$ cat config.mk
export PLATFORM = sky130hd
export DESIGN_NAME = fact_responder
export DESIGN_NICKNAME = d
export VERILOG_FILES = /design/src/rtl/fact_pkg.sv /design/src/rtl/fact_datapath.sv /design/src/rtl/fact_responder.sv
export SDC_FILE = /design/constraint.sdc
export NUM_CORES = 1
export LEC_CHECK = 0
export ABC_AREA = 0
export ABC_CLOCK_PERIOD_IN_PS = 6750
export CORE_ASPECT_RATIO = 1.1
export CORE_MARGIN = 10
export CORE_UTILIZATION = 58
export CTS_BUF_LIST = sky130_fd_sc_hd__clkbuf_2 sky130_fd_sc_hd__clkbuf_4 sky130_fd_sc_hd__clkbuf_8
export DETAILED_ROUTE_END_ITERATION = 8
export PLACE_DENSITY = 0.88
export RECOVER_POWER = 50
export SYNTH_ARGS = -nofsm -noshare
export SYNTH_HDL_FRONTEND = slang
export SYNTH_SLANG_ARGS = --single-unit
$ cat constraint.sdc
create_clock -name clk -period 6.75 [get_ports clk]
set_input_delay 1.6875 -clock clk [delete_from_list [all_inputs] [get_ports clk]]
set_output_delay 1.6875 -clock clk [all_outputs]
set_load 0.02 [all_outputs]
$ cat src/rtl/fact_pkg.sv
// Shared constants and types for the factorial accelerator responder.
`timescale 1ns/1ps
package fact_pkg;

    localparam int DATA_W_DEF = 32;
    localparam int N_W_DEF    = 4;
    localparam int MAX_N_DEF  = 12;

    localparam logic [1:0] OFF_N      = 2'd0;
    localparam logic [1:0] OFF_GO     = 2'd1;
    localparam logic [1:0] OFF_STATUS = 2'd2;
    localparam logic [1:0] OFF_RESULT = 2'd3;

    typedef enum logic [1:0] {
        IDLE = 2'd0,
        LOAD = 2'd1,
        MULT = 2'd2
    } state_e;

    localparam int STAT_DONE = 0;
    localparam int STAT_ERR  = 1;
    localparam int STAT_BUSY = 2;
    localparam int STAT_IRQ  = 3;

endpackage

$ cat src/rtl/fact_datapath.sv
// Iterative multiply datapath: product accumulates product*cnt while cnt counts down.
`timescale 1ns/1ps
module fact_datapath #(
    parameter int DATA_W = 32,
    parameter int N_W    = 4
) (
    input  logic              clk,
    input  logic              rst_n,
    input  logic              load,
    input  logic              step,
    input  logic [N_W-1:0]    n_in,
    output logic [DATA_W-1:0] product,
    output logic              cnt_le1
);

    localparam logic [N_W-1:0]    CNT_ONE  = {{(N_W-1){1'b0}}, 1'b1};
    localparam logic [DATA_W-1:0] PROD_ONE = {{(DATA_W-1){1'b0}}, 1'b1};

    logic [N_W-1:0]    cnt_r;
    logic [DATA_W-1:0] product_r;

    // Counter and product registers; a load seeds product with 1 and cnt with n.
    always_ff @(posedge clk or negedge rst_n) begin
        if (!rst_n) begin
            cnt_r     <= '0;
            product_r <= '0;
        end else if (load) begin
            cnt_r     <= n_in;
            product_r <= PROD_ONE;
        end else if (step) begin
            cnt_r     <= cnt_r - CNT_ONE;
            product_r <= product_r * {{(DATA_W-N_W){1'b0}}, cnt_r};
        end else begin
            cnt_r     <= cnt_r;
            product_r <= product_r;
        end
    end

    assign product = product_r;
    assign cnt_le1 = (cnt_r <= CNT_ONE);

endmodule

$ cat src/rtl/fact_responder.sv
// Bus responder for the factorial accelerator window: register file, control FSM, datapath.
// Optional interrupt output and STATUS-write clear are enabled with `define FACT_IRQ_EN.
`timescale 1ns/1ps
module fact_responder
    import fact_pkg::*;
#(
    parameter int DATA_W = DATA_W_DEF,
    parameter int N_W    = N_W_DEF,
    parameter int MAX_N  = MAX_N_DEF
) (
    input  logic              clk,
    input  logic              rst_n,
    input  logic              WE,
    input  logic [1:0]        A,
    input  logic [DATA_W-1:0] WD,
    output logic [DATA_W-1:0] RD,
`ifdef FACT_IRQ_EN
    output logic              irq,
`endif
    output logic              busy
);

    localparam logic [N_W-1:0] MAX_N_L = N_W'(MAX_N);

    state_e            state_r;
    logic [N_W-1:0]    n_reg_r;
    logic [N_W-1:0]    n_lat_r;
    logic [DATA_W-1:0] result_r;
    logic              done_r;
    logic              err_r;
    logic              busy_r;

    logic [DATA_W-1:0] product_s;
    logic [DATA_W-1:0] status_s;
    logic              cnt_le1_s;
    logic              wr_n_s;
    logic              go_accept_s;
    logic              n_bad_s;
    logic              dp_load_s;
    logic              dp_step_s;
    logic              done_set_s;
    logic              unused_s;

    // Write decode and FSM-derived datapath controls.
    always_comb begin
        wr_n_s      = WE && (A == OFF_N);
        go_accept_s = WE && (A == OFF_GO) && WD[0] && (state_r == IDLE);
        n_bad_s     = (n_lat_r > MAX_N_L);
        dp_load_s   = (state_r == LOAD) && !n_bad_s;
        dp_step_s   = (state_r == MULT) && !cnt_le1_s;
        done_set_s  = ((state_r == LOAD) && n_bad_s) || ((state_r == MULT) && cnt_le1_s);
    end

    assign unused_s = ^WD[DATA_W-1:N_W];

    // N register is writable at any time; the running job works from n_lat_r.
    always_ff @(posedge clk or negedge rst_n) begin
        if (!rst_n) begin
            n_reg_r <= '0;
        end else if (wr_n_s) begin
            n_reg_r <= WD[N_W-1:0];
        end else begin
            n_reg_r <= n_reg_r;
        end
    end

    // Control FSM; GO is only honoured in IDLE so a busy job cannot be restarted.
    always_ff @(posedge clk or negedge rst_n) begin
        if (!rst_n) begin
            state_r  <= IDLE;
            n_lat_r  <= '0;
            result_r <= '0;
            done_r   <= 1'b0;
            err_r    <= 1'b0;
            busy_r   <= 1'b0;
        end else begin
            case (state_r)
                IDLE: begin
                    if (go_accept_s) begin
                        state_r <= LOAD;
                        n_lat_r <= n_reg_r;
                        done_r  <= 1'b0;
                        err_r   <= 1'b0;
                        busy_r  <= 1'b1;
                    end
                end
                LOAD: begin
                    if (n_bad_s) begin
                        state_r  <= IDLE;
                        result_r <= '0;
                        err_r    <= 1'b1;
                        done_r   <= 1'b1;
                        busy_r   <= 1'b0;
                    end else begin
                        state_r <= MULT;
                    end
                end
                MULT: begin
                    if (cnt_le1_s) begin
                        state_r  <= IDLE;
                        result_r <= product_s;
                        done_r   <= 1'b1;
                        busy_r   <= 1'b0;
                    end
                end
                default: begin
                    state_r <= IDLE;
                    busy_r  <= 1'b0;
                end
            endcase
        end
    end

    fact_datapath #(
        .DATA_W (DATA_W),
        .N_W    (N_W)
    ) u_datapath (
        .clk     (clk),
        .rst_n   (rst_n),
        .load    (dp_load_s),
        .step    (dp_step_s),
        .n_in    (n_lat_r),
        .product (product_s),
        .cnt_le1 (cnt_le1_s)
    );

`ifdef FACT_IRQ_EN
    logic irq_r;
    logic irq_clr_s;

    assign irq_clr_s = (WE && (A == OFF_STATUS) && WD[0]) || go_accept_s;

    // Interrupt latches on completion; a clear in the same cycle takes priority.
    always_ff @(posedge clk or negedge rst_n) begin
        if (!rst_n) begin
            irq_r <= 1'b0;
        end else if (irq_clr_s) begin
            irq_r <= 1'b0;
        end else if (done_set_s) begin
            irq_r <= 1'b1;
        end else begin
            irq_r <= irq_r;
        end
    end

    assign irq = irq_r;
`endif

    // STATUS word assembly.
    always_comb begin
        status_s            = '0;
        status_s[STAT_DONE] = done_r;
        status_s[STAT_ERR]  = err_r;
        status_s[STAT_BUSY] = busy_r;
`ifdef FACT_IRQ_EN
        status_s[STAT_IRQ]  = irq_r;
`endif
    end

    // Side-effect-free read mux.
    always_comb begin
        case (A)
            OFF_N:      RD = {{(DATA_W-N_W){1'b0}}, n_reg_r};
            OFF_GO:     RD = '0;
            OFF_STATUS: RD = status_s;
            OFF_RESULT: RD = result_r;
            default:    RD = '0;
        endcase
    end

    assign busy = busy_r;

endmodule

==> metrics.yaml, run 1 <==
run_status:
  status: "complete, but fails checks"
  violations: "max-capacitance violations, max-slew violations"
clock_tree:
  cts_hold_buf: 0
  cts_setup_buffers: 0
  path_clk_slew_ns: 0.08
  post_cts_resized: 0
  clockBufferDepth: 2
  clk_latency_ns: 0.37
  cts_tree: "built"
  htreeDepth: 3
  clockRootBuffer: "clkbuf_8"
  cts_sinks: 81
  cts_made_buffers: 9
global_routing:
  globalRouteOverflowTotal: 0
  grt_use_met2_pct: 34.9
  gr-usage-met3_pct: 3.13
  busiest_layer: "met2"
  grt_max_degree: 75
  grt_pass1_vias: 6631
  grt_pass1_wl_mm: 32.6
  gr-usage-met1_pct: 28.9
  grt_usage_pct: 21.7
  antenna_found_initial: 0
sta:
  post-route-min-period_ns: 5.55
  worst_pin_slew_ns: 1.76
  rsz0062_at_grt: "no"
  skew_ns: 0.00993
  slew_viol_final: 50
  post-route-period-util_pct: 82.2
  finalHoldViolCount: 0
  final.setup.tns_ns: 0
  slew_headroom_pct: -17.6
  timing.fmax_mhz: 180
  setup_viol: 0
logic_synthesis:
  synth_edf_count: 0
  yosysMostFrequentCell: "nand2_1"
  ys_seq_elements: 81
  syn_area_sq_um: 7620
  synth_area_leaders: "dfrtp_1 27%, fa_1 15%, nand2_1 8.4%"
  yosysSeqAreaShare_pct: 26.6
  synth_nets: 1079
  yosys_warnings: 0
  syn_area_per_cell_sq_um: 8.05
  async_flop_share_pct: 100
  synth_common_cells: "171 x nand2_1, 122 x inv_1, 88 x and2_1"
  synth.distinct_cells: 55
  syn-instance-count: 947
  synth_top_area_cell: "dfrtp_1"
  synth_flop_cell: "dfrtp_1"
  synth_top_area_share_pct: 26.6
setup_path:
  crit_fanout: 37
  cp_data_arrival_time_ns: 3.86
  cp-end-kind: "output pin"
  critPathTopFamily: "buffers and inverters"
  crit_chain: "clkdlybuf4s50_1 -> mux2i_1 -> o21ai_0 -> clkdlybuf4s50_1"
  slowest_delay_ns: 1.16
  required_ns: 5.06
  crit_cells: 4
  cp-start-kind: "input port"
  critPathMostFrequentCell: "clkdlybuf4s50_1"
  r2r_cells: 9
  worst-setup-path-type: "input port to output pin"
  path_buf_inv: 2
  cp_slowest_cell: "clkdlybuf4s50_1"
layout:
  drive_gt1_share_pct: 3.95
  diodes: 0
  nNetsFinal: 1090
  fillCellCount: 971
  final_util_pct: 65.1
  areaGrowthSynthToFinish_pct: 8.88
floorplan:
  fp-row-count: 43
  coreArea_sq_um: 12800
  top_level_ports: 70
  initial_utilization_pct: 59.8
  fp.dieH_microns: 140
  die_w_microns: 129
  die-area_sq_um: 18100
power_and_ir_drop:
  power_leakage_nw: 3.96
  p_per_area_nw_per_um2: 454
  clock_power_share_pct: 10.1
  vdd_drop_max_uv: 176
  p_switching_mw: 2.01
  internal_power_mw: 1.76
  combPwrFrac_pct: 67.4
  p_seq_share_pct: 22.5
  switching_share_pct: 53.3
routing:
  wl_mm: 18.7
  first_iter_violations: 705
  ant_nets: 0
  avgRoutedWirePerCell_microns: 16.7
  vias: 6577
  first_pass_iters: 5
  drc_errors: 0
  vias_per_cell: 5.87
job:
  drv_cap: 2
place:
  gp_congestion: 0.943
  detailedPlacementHpwl_mm: 13.7
  port_buffers: 41
worst_hold_path:
  min_path_cells: 2
  min_path_type: "flop to flop"
-- flip-flops by register name, indices dropped and copies added (netlist names) --
signal and count:
state_r 2, err_r 1, n_lat_r 4, u_datapath.product 32, u_datapath.cnt_r 4, busy 1, n_reg_r 4, done_r 1
result_r 32
-- power groups by stage --
stage	clock network (mW)	logic, mW	registers (mW)
3_3_place_gp	0	2.42	0.841
2_1_floorplan	0	1.98	0.741
6_report	0.382	2.54	0.846
3_5_place_dp	0	2.51	0.846
5_1_grt	0.398	2.88	0.867
4_1_cts	0.382	2.53	0.837
-- metrics by stage --
stage	area (sq um)	power [mW]	worst slack (ns)	hold WS, ns	instances
global route	8300	4.15	1.03	0.505	1120
floorplan	7620	2.72	2.50	0.443	947
CTS	8320	3.75	1.19	0.484	1120
global placement	8120	3.26	1.26	0.456	1104
finish	8300	3.77	1.20	0.479	1120
detailed placement	8120	3.36	1.20	0.464	1104
-- worst paths after layout --
check | startpoint | endpoint | slack, ns
worst max-delay path | A[1] | RD[1] | 1.20
worst min-delay path | result_r[10] | result_r[10] | 0.48
worst max register to register | u_datapath.cnt_r[1] | u_datapath.product[27] | 1.97
worst min register to register | result_r[10] | result_r[10] | 0.48
max in group asynchronous | rst_n | u_datapath.cnt_r[1] | 4.25
min in group asynchronous | rst_n | result_r[7] | 1.21
-- area by class of cell --
type                            count  area (sq um)  area share, %
Clock buffer                       10           138           1.66
Clock inverter                      6          65.1          0.784
Inverter                          122           458           5.52
Multi-Input combinational cell    693          4940           59.6
Sequential cell                    81          2030           24.4
Tap cell                          157           196           2.37
Timing Repair Buffer               51           472           5.69
-- per-layer routing --
| layer | wire length [microns] | up-vias |
|---|---|---|
| met3 | 1610 | 34 |
| met5 | 0 | - |
| li1 | - | 3091 |
| met4 | 346 | 0 |
| met1 | 7910 | 3169 |
| met2 | 8860 | 283 |
-- layout by cell type, fill, tap and decap left out, types with 4 or more instances in the layout --
| cell | n |
|---|---|
| nand2b_1 | 5 |
| xnor2_1 | 13 |
| nor3b_1 | 4 |
| clkbuf_8 | 10 |
| a21o_1 | 6 |
| or3_1 | 6 |
| o21ai_0 | 67 |
| o211ai_1 | 8 |
| nand3_1 | 12 |
| clkdlybuf4s50_1 | 39 |
| and3_1 | 28 |
| a21oi_1 | 56 |
| buf_4 | 8 |
| o21bai_1 | 9 |
| dfrtp_1 | 81 |
| and2_1 | 88 |
| nand2_1 | 171 |
| nor3_1 | 6 |
| nand4_1 | 7 |
| o31ai_1 | 7 |
| mux2i_1 | 9 |
| inv_1 | 122 |
| ha_1 | 38 |
| mux2_2 | 9 |
| fa_1 | 57 |
| xor2_1 | 10 |
| a31oi_1 | 4 |
| nor2_1 | 33 |
-- worst min-delay path: cells and delay by family (launching register included) --
| family | cells | cell delay (ns) |
|---|---|---|
| flip-flops | 1 | 0.34 |
| AO/OA/AOI/OAI | 1 | 0.06 |
| AND/OR/NAND/NOR | 1 | 0.04 |
-- kinds of logic (layout without fill, tap and decap cells) --
kind of cell | count (synthesis) | count (layout) | share of synthesized area, %
AOI/OAI and AO/OA | 187 | 187 | 14.9
and+or+nand+nor | 370 | 370 | 23.6
buffers and inverters | 173 | 189 | 8.55
DFF | 81 | 81 | 26.6
muxes | 18 | 18 | 2.51
adders and majority gates | 95 | 95 | 21.2
xor gates and xnor gates | 23 | 23 | 2.64
Power figures use the tool's default switching activity.
==> run 2, diff against run 1 <==
--- a/config.mk
+++ b/config.mk
@@ -6,10 +6,10 @@
 export NUM_CORES = 1
 export LEC_CHECK = 0
 export ABC_AREA = 0
-export ABC_CLOCK_PERIOD_IN_PS = 6750
+export ABC_CLOCK_PERIOD_IN_PS = 5100
 export CORE_ASPECT_RATIO = 1.1
 export CORE_MARGIN = 10
-export CORE_UTILIZATION = 58
+export CORE_UTILIZATION = 55
 export CTS_BUF_LIST = sky130_fd_sc_hd__clkbuf_2 sky130_fd_sc_hd__clkbuf_4 sky130_fd_sc_hd__clkbuf_8
 export DETAILED_ROUTE_END_ITERATION = 8
 export PLACE_DENSITY = 0.88
==> constraint.sdc (replaced) <==
create_clock -name clk -period 5.1 [get_ports clk]
set_input_delay 1.275 -clock clk [delete_from_list [all_inputs] [get_ports clk]]
set_output_delay 1.275 -clock clk [all_outputs]
set_load 0.02 [all_outputs]
==> run 2 against run 1 <==
- critical path type unchanged
- non-clock buffer count increased by 2
- die area increased by 4.6%
- clock power increased by 45%
- total power increased by 36%
- flip-flop and latch count unchanged
- worst setup slack got worse by 0.77 ns
- clock skew increased by 0.0022 ns
- worst hold slack improved by 0.0025 ns
- the flow still finishes with violations (max-capacitance violations, max-slew violations)
- final cell count increased by 2.9%
- critical path depth increased by 1
==> metrics.yaml, run 2 (synthesis gave the netlist of run 1 again) <==
worst_hold_path:
  min_path_type: "flop to flop"  # unchanged
routing:
  first_iter_violations: 663  # was 705
  vias: 6690  # was 6577
  avgRoutedWirePerCell_microns: 16.8  # was 16.7 microns
  vias_per_cell: 5.80  # was 5.87
  first_pass_iters: 5  # unchanged
  wl_mm: 19.4  # was 18.7 mm
  ant_nets: 0  # unchanged
  drc_errors: 0  # unchanged
layout:
  final_common_cell: "nand2_1"  # unchanged
  nNetsFinal: 1092  # was 1090
  areaGrowthSynthToFinish_pct: 10.1  # was 8.88%
  stdcell_count: 1153  # was 1120
  fillCellCount: 1111  # was 971
  diodes: 0  # unchanged
  mostFrequentLayoutCells: "170 x nand2_1, 122 x inv_1, 88 x and2_1"  # was 171 x nand2_1, 122 x inv_1, 88 x and2_1
  drive_gt1_share_pct: 4.46  # was 3.95%
power_and_ir_drop:
  switching_share_pct: 53.2  # was 53.3%
  p_switching_mw: 2.72  # was 2.01 mW
  combPwrFrac_pct: 66.8  # was 67.4%
  p_seq_share_pct: 22.4  # was 22.5%
  clock_power_share_pct: 10.9  # was 10.1%
  internal_power_mw: 2.39  # was 1.76 mW
  p_per_area_nw_per_um2: 609  # was 454 nW/um^2
  power_leakage_nw: 3.98  # was 3.96 nW
  vdd_drop_max_uv: 196  # was 176 uV
run_status:
  status: "complete, but fails checks"  # unchanged
  violations: "max-capacitance violations, max-slew violations"  # unchanged
global_routing:
  antenna_found_initial: 0  # unchanged
  gr-usage-met3_pct: 3.39  # was 3.13%
  globalRouteOverflowTotal: 0  # unchanged
  grt_max_degree: 82  # was 75
  grt_usage_pct: 21.3  # was 21.7%
  grt_pass1_wl_mm: 33.8  # was 32.6 mm
  grt_pass1_vias: 6818  # was 6631
  grt_use_met2_pct: 36.3  # was 34.9%
  busiest_layer: "met2"  # unchanged
  gr-usage-met1_pct: 27.0  # was 28.9%
setup_path:
  path_buf_inv: 3  # was 2
  cp_slowest_cell: "dlygate4sd3_1"  # was clkdlybuf4s50_1
  worst-setup-path-type: "input port to output pin"  # unchanged
  cp-end-kind: "output pin"  # unchanged
  slowest_delay_ns: 0.97  # was 1.16 ns
  critPathTopFamily: "buffers and inverters"  # unchanged
  cp_data_arrival_time_ns: 3.40  # was 3.86 ns
  crit_fanout: 20  # was 37
  crit_chain: "dlygate4sd3_1 -> buf_4 -> nand3_1 -> o21ai_0 -> clkdlybuf4s50_1"  # was clkdlybuf4s50_1 -> mux2i_1 -> o21ai_0 -> clkdlybuf4s50_1
  required_ns: 3.83  # was 5.06 ns
  cp-start-kind: "input port"  # unchanged
sta:
  finalHoldViolCount: 0  # unchanged
  rsz0062_at_grt: "no"  # unchanged
  slew_headroom_pct: -40.1  # was -17.6%
  timing.final.ws_setup_ns: 0.429  # was 1.20 ns
  worst_pin_slew_ns: 2.10  # was 1.76 ns
  post-route-min-period_ns: 4.67
  slew_viol_final: 82  # was 50
  skew_ns: 0.0121  # was 0.00993 ns
  final.setup.tns_ns: 0  # unchanged
  setup_viol: 0  # unchanged
  post-route-period-util_pct: 91.6
  timing.fmax_mhz: 214
clock_tree:
  path_clk_slew_ns: 0.09  # was 0.08 ns
  cts_hold_buf: 0  # unchanged
  post_cts_resized: 0  # unchanged
  clk_latency_ns: 0.37  # about the same
  clockBufferDepth: 2  # unchanged
  cts_tree: "built"  # unchanged
  cts_made_buffers: 9  # unchanged
  htreeDepth: 3  # unchanged
  cts_setup_buffers: 0  # unchanged
  clockRootBuffer: "clkbuf_8"  # unchanged
  cts_sinks: 81  # unchanged
floorplan:
  die_w_microns: 132  # was 129 microns
  top_level_ports: 70  # unchanged
  coreArea_sq_um: 13700  # was 12800 sq um
  fp.dieH_microns: 143  # was 140 microns
  initial_utilization_pct: 55.7  # was 59.8%
  die-area_sq_um: 19000  # was 18100 sq um
  fp-row-count: 45  # was 43
job:
  drv_cap: 1  # was 2
place:
  pre_cts_slack_ns: 0.506  # was 1.20 ns
  gp_congestion: 0.915  # was 0.943
  port_buffers: 41  # unchanged
  dp_cells: 1137  # was 1104
  detailedPlacementHpwl_mm: 14.1  # was 13.7 mm
run 2: changes by cell type in the layout (fill, tap and decap cells not counted), sizes merged:
cell / delta
dlygate4sd3: +1
buf: +2
clkinv: -1
clkdlybuf4s50: -1
bufinv: +1
run 2: power groups by stage:
| stage | Combinational, mW | Sequential, mW | Clock (mW) |
|---|---|---|---|
| detailed placement | 3.32 | 1.14 | 0 |
| floorplan | 2.62 | 0.981 | 0 |
| global placement | 3.20 | 1.13 | 0 |
| global route | 3.88 | 1.17 | 0.583 |
| finish | 3.41 | 1.14 | 0.554 |
| CTS | 3.39 | 1.13 | 0.554 |
run 2: final cells by class:
cell class / instances / area (sq um) / share of cell area, %
clock buffers: 10 / 131 / 1.57
clock inverters: 6 / 90.1 / 1.07
inverters: 122 / 458 / 5.46
multi-input cells: 693 / 4960 / 59.1
flip-flops and latches: 81 / 2030 / 24.2
well taps: 188 / 235 / 2.80
repair buffers: 53 / 488 / 5.82
run 2: final timing paths:
| kind | start | endpoint | slack (ns) | depth (start not counted) |
|---|---|---|---|---|
| worst max-delay path | A[1] | RD[1] | 0.43 | 5 |
| worst min-delay path | result_r[30] | result_r[30] | 0.48 | 2 |
| worst min register to register | result_r[30] | result_r[30] | 0.48 | 2 |
| worst max register to register | u_datapath.cnt_r[1] | u_datapath.product[17] | 0.66 | 13 |
| max in group asynchronous | rst_n | state_r[1] | 2.37 | 1 |
| min in group asynchronous | rst_n | result_r[8] | 1.49 | 1 |
run 2: per-stage QoR:
stage | hold slack (ns) | utilization [%] | total power [mW] | cell area [sq um]
after floorplan | 0.443 | - | 3.60 | 7620
after global placement | 0.454 | 59.8 | 4.33 | 8180
after detailed placement | 0.464 | 59.8 | 4.46 | 8180
after CTS | 0.485 | 61.4 | 5.07 | 8400
after global routing | 0.514 | 61.3 | 5.64 | 8390
final | 0.482 | 61.3 | 5.10 | 8390
run 2: worst register-to-register path: stages (launching register included):
cell and delay, ns:
dfrtp_1 0.69, and2_1 0.30, fa_1 0.48, inv_1 0.06, fa_1 0.53, inv_1 0.04, ha_1 0.35, a21oi_1 0.38
nand2_1 0.13, o21ai_1 0.45, o31ai_1 0.33, a211oi_1 0.34, xor2_1 0.17, a21oi_1 0.08
run 2: routing by layer:
| metal | vias up | share of wire (%) |
|---|---|---|
| met4 | 0 | 2.8 |
| met1 | 3240 | 42 |
| li1 | 3095 | - |
| met5 | - | 0 |
| met2 | 298 | 48 |
| met3 | 57 | 7.4 |
